## src/rtl/jk_bank_arbiter.sv

```systemverilog
// Round-robin arbiter that shares a bank of W JK flip-flops between NREQ requesters.
// Stage A grants one requester per edge; stage B applies the registered J/K drive.
module jk_bank_arbiter #(
   parameter int NREQ = 4,
   parameter int W    = 8,
   parameter int AW   = 3,
   parameter int CW   = 16
) (
   input  logic                 clk,
   input  logic                 rst,
   input  logic [NREQ-1:0]      req,
   input  logic [2*NREQ-1:0]    op,
   input  logic [AW*NREQ-1:0]   addr,
   output logic [NREQ-1:0]      gnt,
   output logic [W-1:0]         q,
   output logic [W-1:0]         q_bar,
   output logic [CW-1:0]        cmd_cnt,
   output logic                 err
);

   localparam int PW = (NREQ > 1) ? $clog2(NREQ) : 1;

   logic [PW-1:0]   ptr_p0;
   logic [PW-1:0]   ptr_nxt;
   logic            found_p0;
   logic [NREQ-1:0] gnt_nxt;
   logic [1:0]      op_sel;
   logic [AW-1:0]   addr_sel;
   int              c_idx;

   logic            vld_p1;
   logic [1:0]      op_p1;
   logic [AW-1:0]   addr_p1;
   logic [W-1:0]    q_nxt;
   logic            in_range_p1;

   function automatic logic jk_next(input logic qc, input logic [1:0] jk);
      case (jk)
         2'b00:   return qc;
         2'b01:   return 1'b0;
         2'b10:   return 1'b1;
         default: return ~qc;
      endcase
   endfunction

   // Stage A: first requester at or after the pointer, wrapping modulo NREQ
   always_comb begin
      found_p0 = 1'b0;
      gnt_nxt  = '0;
      op_sel   = '0;
      addr_sel = '0;
      ptr_nxt  = ptr_p0;
      c_idx    = 0;
      for (int o = 0; o < NREQ; o++) begin
         c_idx = int'(ptr_p0) + o;
         if (c_idx >= NREQ) c_idx = c_idx - NREQ;
         if (!found_p0 && req[c_idx]) begin
            found_p0       = 1'b1;
            gnt_nxt[c_idx] = 1'b1;
            op_sel         = op[2*c_idx +: 2];
            addr_sel       = addr[AW*c_idx +: AW];
            ptr_nxt        = (c_idx == NREQ-1) ? '0 : PW'(c_idx + 1);
         end
      end
   end

   // Stage B: only the addressed flop sees the JK drive; out-of-range indices touch nothing
   always_comb begin
      q_nxt       = q;
      in_range_p1 = 1'b0;
      for (int k = 0; k < W; k++) begin
         if (addr_p1 == AW'(k)) begin
            in_range_p1 = 1'b1;
            q_nxt[k]    = jk_next(q[k], op_p1);
         end
      end
   end

   always_ff @(posedge clk or negedge rst) begin
      if (!rst) begin
         ptr_p0  <= '0;
         gnt     <= '0;
         vld_p1  <= 1'b0;
         q       <= '0;
         cmd_cnt <= '0;
         err     <= 1'b0;
      end else begin
         gnt    <= gnt_nxt;
         vld_p1 <= found_p0;
         if (found_p0) ptr_p0 <= ptr_nxt;
         if (vld_p1) begin
            cmd_cnt <= cmd_cnt + CW'(1);
            if (in_range_p1) q   <= q_nxt;
            else             err <= 1'b1;
         end
      end
   end

   // Command payload is qualified by vld_p1, so it needs no reset
   always_ff @(posedge clk) begin
      if (found_p0) begin
         op_p1   <= op_sel;
         addr_p1 <= addr_sel;
      end
   end

   assign q_bar = ~q;

endmodule
```

## config.mk

```make
export PLATFORM = sky130hd
export DESIGN_NAME = jk_bank_arbiter
export DESIGN_NICKNAME = d
export VERILOG_FILES = /design/src/rtl/jk_bank_arbiter.sv
export SDC_FILE = /design/constraint.sdc
export NUM_CORES = 1
export LEC_CHECK = 0
export ABC_AREA = 1
export BUFFER_PORTS_ARGS = -buffer_cell sky130_fd_sc_hd__buf_2
export CAP_MARGIN = 25
export CORE_ASPECT_RATIO = 2
export CORE_MARGIN = 5
export CORE_UTILIZATION = 62
export CTS_BUF_LIST = sky130_fd_sc_hd__clkbuf_8 sky130_fd_sc_hd__clkbuf_16
export DETAILED_ROUTE_END_ITERATION = 10
export HOLD_SLACK_MARGIN = 0.02
export PLACE_DENSITY = 0.95
export SETUP_SLACK_MARGIN = 0.15
export SYNTH_ARGS = -nofsm -noshare
export SYNTH_HDL_FRONTEND = slang
export SYNTH_SLANG_ARGS = --single-unit
export TNS_END_PERCENT = 30
```

## constraint.sdc

```tcl
create_clock -name clk -period 4.95 [get_ports clk]
set_input_delay 0.7425 -clock clk [delete_from_list [all_inputs] [get_ports clk]]
set_output_delay 0.7425 -clock clk [all_outputs]
set_load 0.01 [all_outputs]
```

* Word level (Yosys, flattened, before mapping)
Index checks and enable logic that the tools add are counted.
** Operators by class
- Add/subtract/negate cells :: 12
- $mul :: 4
- Divide/modulo/power cells :: 0
- $lt $le $gt $ge :: 12
- Equality and inequality tests :: 13
- Shift operators :: 8
- Multiplexer cells :: 64
- Bitwise gates (word level) :: 14
- Reductions and logical operators :: 23
** Operators with widths (count)
- equality test 32 x 3 -> 1 bit (second input constant) :: 4
- greater-or-equal comparator 32 x 1 -> 1 bit (second input constant) :: 4
- less-than comparator 32 x 4 -> 1 bit (second input constant) :: 4
- multiplier 3 x 32 -> 32 bit (first input constant) :: 4
- 2-to-1 mux 32 bit :: 4
- variable part select 12 x 32 -> 3 bit :: 4
- variable part select 8 x 32 -> 2 bit :: 4
- AND reduction 4 bit :: 8
- 2-to-1 mux 1 bit :: 24
- 2-to-1 mux 2 bit :: 12
- one-hot mux 1 bit (3 select lines) :: 8
- adder 16 x 1 -> 16 bit (second input constant) :: 1
- 2-to-1 mux 4 bit :: 4
- equality test 3 bit (second input constant) :: 4
- 2-to-1 mux 3 bit :: 4
- OR 4 bit :: 3
- subtractor 3 x 3 -> 4 bit (second input constant) :: 3
- NOT 1 bit :: 10
- greater-or-equal comparator 3 bit (second input constant) :: 3
- adder 2 bit (second input constant) :: 4
- binary-select mux 1 bit (select 2 bit) :: 4
- demux 1 bit (select 2 bit) :: 4
- NOT 8 bit :: 1
- logical AND 1 bit :: 7
- 13 further kinds :: 18
** Storage, ports and cells
- Register bits after elaboration :: 37
- Latch bits :: 0
- RAM bits :: 0
- Memory bits (read-only) :: 0
- Bits of input ports :: 26
- Output and inout port bits :: 37
- Memories :: 0

* Longest topological paths before layout
- Word-level depth :: 16
- Gate-level depth with buffers :: 20

* Worst setup path before layout
OpenSTA, ideal clock, no wires.
- Path type :: reg-to-reg
- From :: reg ptr_p0[0]
- To :: reg addr_p1[2] (data pin)
- Setup time :: 0.252 ns
- Arrival :: 2.550 ns
- Data required time :: 4.698 ns
- Slack :: 2.148 ns
- Cell stages (with the launch flop) :: 21
- Path buffers :: 5
- Path through :: dfrtp_1 buf_6 inv_6 buf_8 buf_8 ha_1 inv_2 buf_2 buf_2 nor2_1 ha_1 nand2_1 nand2_1 nand2_1 nor2_1 nand3_1 nor2_1 nor2_1 nand3_1 nand2_1 nand2_1
** On the way
- Word-level cells in the longest chain between the ends :: 15
- Elaborated cells on any way between the ends :: 48
- Those cells by class :: add/sub: 7; mul: 4; order compare: 4; shift: 4; mux: 23; reduce/logical: 6
** RTL lines
- start: declaration :: line 23 : logic [PW-1:0] ptr_p0;
- start signal: assignment :: line 90 : if (found_p0) ptr_p0 <= ptr_nxt;
- parallel branches: the longest is 14 deep, another holds multiplier 3 x 32 -> 32 bit
- 2-to-1 mux 3 bit (*) :: line 57 : if (!found_p0 && req[c_idx]) begin
- net addr_sel[2] :: line 28 : logic [AW-1:0] addr_sel;
- end signal: assignment :: line 103 : addr_p1 <= addr_sel;
- end: declaration :: line 33 : logic [AW-1:0] addr_p1;
Mark *: on every way through the listed nets, which the timed path passes. The select of a mux whose other input is x is not followed.
A chain may end at the register's enable or synchronous reset.

* Final worst setup path
- From :: reg ptr_p0[0]
- To :: reg addr_p1[0] (data pin)
The elaborated chain is that of the path after synthesis.

==> results.sh <==
export IMPL_status="complete, no violations"
export IMPL_clockPowerShare_pct=7.0
export IMPL_clockBufferDepth=2
export IMPL_fillCellCount=490
export IMPL_worstHoldPathType="flop to flop"
export IMPL_final_cell_mix="nand2_1 (165), buf_2 (62), nand3_1 (61), inv_1 (60), nor2_1 (49)"
export IMPL_detail_route_antenna_nets=0
export IMPL_die_y_um=116
export IMPL_slew_violations=0
export IMPL_ir_drop_mv=0.697
export IMPL_worstHoldPathCells=0
export IMPL_postSynthCellCount=543
export IMPL_finClkSkew_ns=0.00580
export IMPL_vias=3844
export IMPL_nets=635
export IMPL_htreeDepth=2
export IMPL_holdPathEnd="err"
export IMPL_vias_per_cell=5.86
export IMPL_avgSynthCellArea_um2=6.46
export IMPL_cts_resized=0
export IMPL_rows=38
export IMPL_r2r_end="addr_p1[0]"
export IMPL_dp_hpwl_mm=8.11
export IMPL_power_switching_mw=1.75
export IMPL_cts_tree="yes"
export IMPL_hold_viol_final=0
export IMPL_area_growth_pct=9.31
export IMPL_crit_path_start_kind="flop"
export IMPL_grt_setup_unrepaired="false"
export IMPL_critPathRequiredTime_ns=5.00
export IMPL_fin_crit_sh_pct=70.5
export IMPL_antenna_cells=0
export IMPL_clockRootBuffer="clkbuf_8"
export IMPL_wl_per_cell_um=15.8
export IMPL_gr_usage_all_layers_pct=28.9
export IMPL_portBuffers=62
export IMPL_grt_start_max_net_pins=49
export IMPL_powerDensity_nw_per_um2=783
export IMPL_start_util_pct=64.2
export IMPL_layout_commonest_cell="nand2_1"
export IMPL_worstPathArrival_ns=3.54
export IMPL_setup_ws_ns=1.46
export IMPL_grt_pass1_wl_mm=16.7
export IMPL_cp_end_kind="flop"
export IMPL_die_w_um=63.2
export IMPL_syn_area_um2=3510
export IMPL_dieArea_um2=7350
export IMPL_synth_warnings=0
export IMPL_pwr_share_comb_pct=74.9
export IMPL_drive_gt1_share_pct=16.3
export IMPL_regArea_um2=951
export IMPL_relSlewSlack_pct=51.3
export IMPL_core_um2=5470
export IMPL_max_freq_mhz=286
export IMPL_drcViolationCount=0
export IMPL_min_from="err"
export IMPL_cts_buffers=5
export IMPL_ios=63
export IMPL_cap_violations=0
export IMPL_power_total_mw=3.00
export IMPL_swShare_pct=58.1
export IMPL_overflow=0
export IMPL_rr_worst_depth=12
export IMPL_post_cts_buffers=0
export IMPL_fin_crit_ns=3.49
export IMPL_crit_fanout=48
export IMPL_worst_pin_slew_ns=0.731
export IMPL_place_congestion=1.02
export IMPL_p_int_mw=1.26
export IMPL_rrSetupSlack_ns=1.46
export IMPL_antenna_found_initial=0
export IMPL_grt_pass1_vias=3763
export IMPL_p_leak_nw=2.12
export IMPL_ctsHoldBuffers=0
export IMPL_yosysSeqAreaShare_pct=27.1
export IMPL_wl_mm=10.3
export IMPL_multi_input_area_um2=2150
export IMPL_rr_startpoint="ptr_p0[0]"
export IMPL_dr_first_iter_drc_count=217
export IMPL_seqPwrFrac_pct=18.1
export IMPL_place_inst=648
export IMPL_setup_viol=0
export IMPL_insertion_delay_ns=0.29
export IMPL_dr_pass1_iters=5
export IMPL_cts_sinks=37
export IMPL_ys_types=42
export IMPL_ys_seq_elements=37
export IMPL_path_class="flop to flop"
export IMPL_clk_pin_slew_ns=0.07
export IMPL_pre_cts_ws_ns=1.56
export IMPL_stdcell_count=656
export IMPL_setup_tns_final_ns=0
## power groups by stage
stage               Sequential [mW]  Clock [mW]  Combinational, mW
finish                        0.543       0.211               2.25
global route                  0.561       0.233               2.49
CTS                           0.542       0.214               2.20
detailed placement            0.548           0               2.19
global placement              0.542           0               2.15
floorplan                     0.569           0               1.70
## metrics by stage
stage | util, % | instance area [um2] | hold slack [ns]
after floorplan | - | 3510 | 0.447
after global placement | 68.5 | 3740 | 0.360
after detailed placement | 68.5 | 3740 | 0.391
after CTS | 70.1 | 3830 | 0.406
after global routing | 70.1 | 3830 | 0.422
final | 70.1 | 3830 | 0.398
## routing by layer
layer	GRT usage (%)	vias to the layer above	wire length, um
met5	0	-	0
met4	26.1	0	840
met3	4.43	60	623
met2	53.7	195	5470
met1	26.2	1724	3410
li1	-	1865	-
## worst max-delay path by stage
stage	from	end
after floorplan	ptr_p0[0]	addr_p1[2]
after global routing	ptr_p0[0]	addr_p1[0]
final	ptr_p0[0]	addr_p1[0]
after detailed placement	ptr_p0[0]	addr_p1[0]
after global placement	ptr_p0[0]	addr_p1[0]
after CTS	ptr_p0[0]	addr_p1[0]
## critical path, cell delays in order, from the launching register on
cell and delay, ns:
dfrtp_1 0.33, buf_4 0.43, inv_6 0.18, ha_1 0.82
inv_2 0.34, nand2_1 0.20, nand2_2 0.15, nand2_1 0.13
nand2_1 0.05, o21ai_0 0.28, nor2_1 0.12, a21oi_1 0.15
nand2_1 0.07
## layout make-up
type / instances / area share [%]
sequential: 37 / 24.8
timing repair buffer: 63 / 8.29
clock inverter: 2 / 0.196
multi-input combinational: 422 / 56.0
clock buffer: 6 / 2.15
inverter: 66 / 6.59
tap: 60 / 1.96
## registers in the layout, indices dropped and copies added, names as in the netlist
signal	flops
q	8
vld_p1	1
op_p1	2
ptr_p0	2
gnt	4
addr_p1	3
err	1
cmd_cnt	16
## synthesized netlist by cell type, drive strengths merged
library cell / instances / area, um2
clkinv: 1 / 3.75
buf: 18 / 156
o2111ai: 1 / 8.76
o21a: 1 / 7.51
nand4: 8 / 50.1
clkbuf: 1 / 3.75
a22oi: 1 / 7.51
inv: 65 / 249
a31oi: 2 / 12.5
dfrtp: 32 / 801
edfxtp: 5 / 150
o21bai: 1 / 7.51
mux2i: 3 / 30.0
a21boi: 1 / 7.51
o22ai: 5 / 31.3
ha: 14 / 175
a211oi: 2 / 15.0
nor2: 57 / 249
o211ai: 2 / 15.0
a21oi: 19 / 95.1
o31ai: 1 / 7.51
xor2: 12 / 105
nor3b: 1 / 7.51
nand3: 64 / 335
nand3b: 1 / 7.51
conb: 1 / 3.75
xnor2: 3 / 26.3
nand2: 174 / 701
o21ai: 38 / 194
nor3: 9 / 45.0
## cell families after synthesis
family / synth area share [%]
adders and majority gates: 4.99
xor gates and xnor gates: 3.74
other: 0.107
and+or+nand+nor: 39.8
buffers and inverters: 11.8
muxes: 0.856
AOI/OAI and AO/OA: 11.7
DFF: 27.1
No activity file was read; power rests on OpenSTA's default activity.
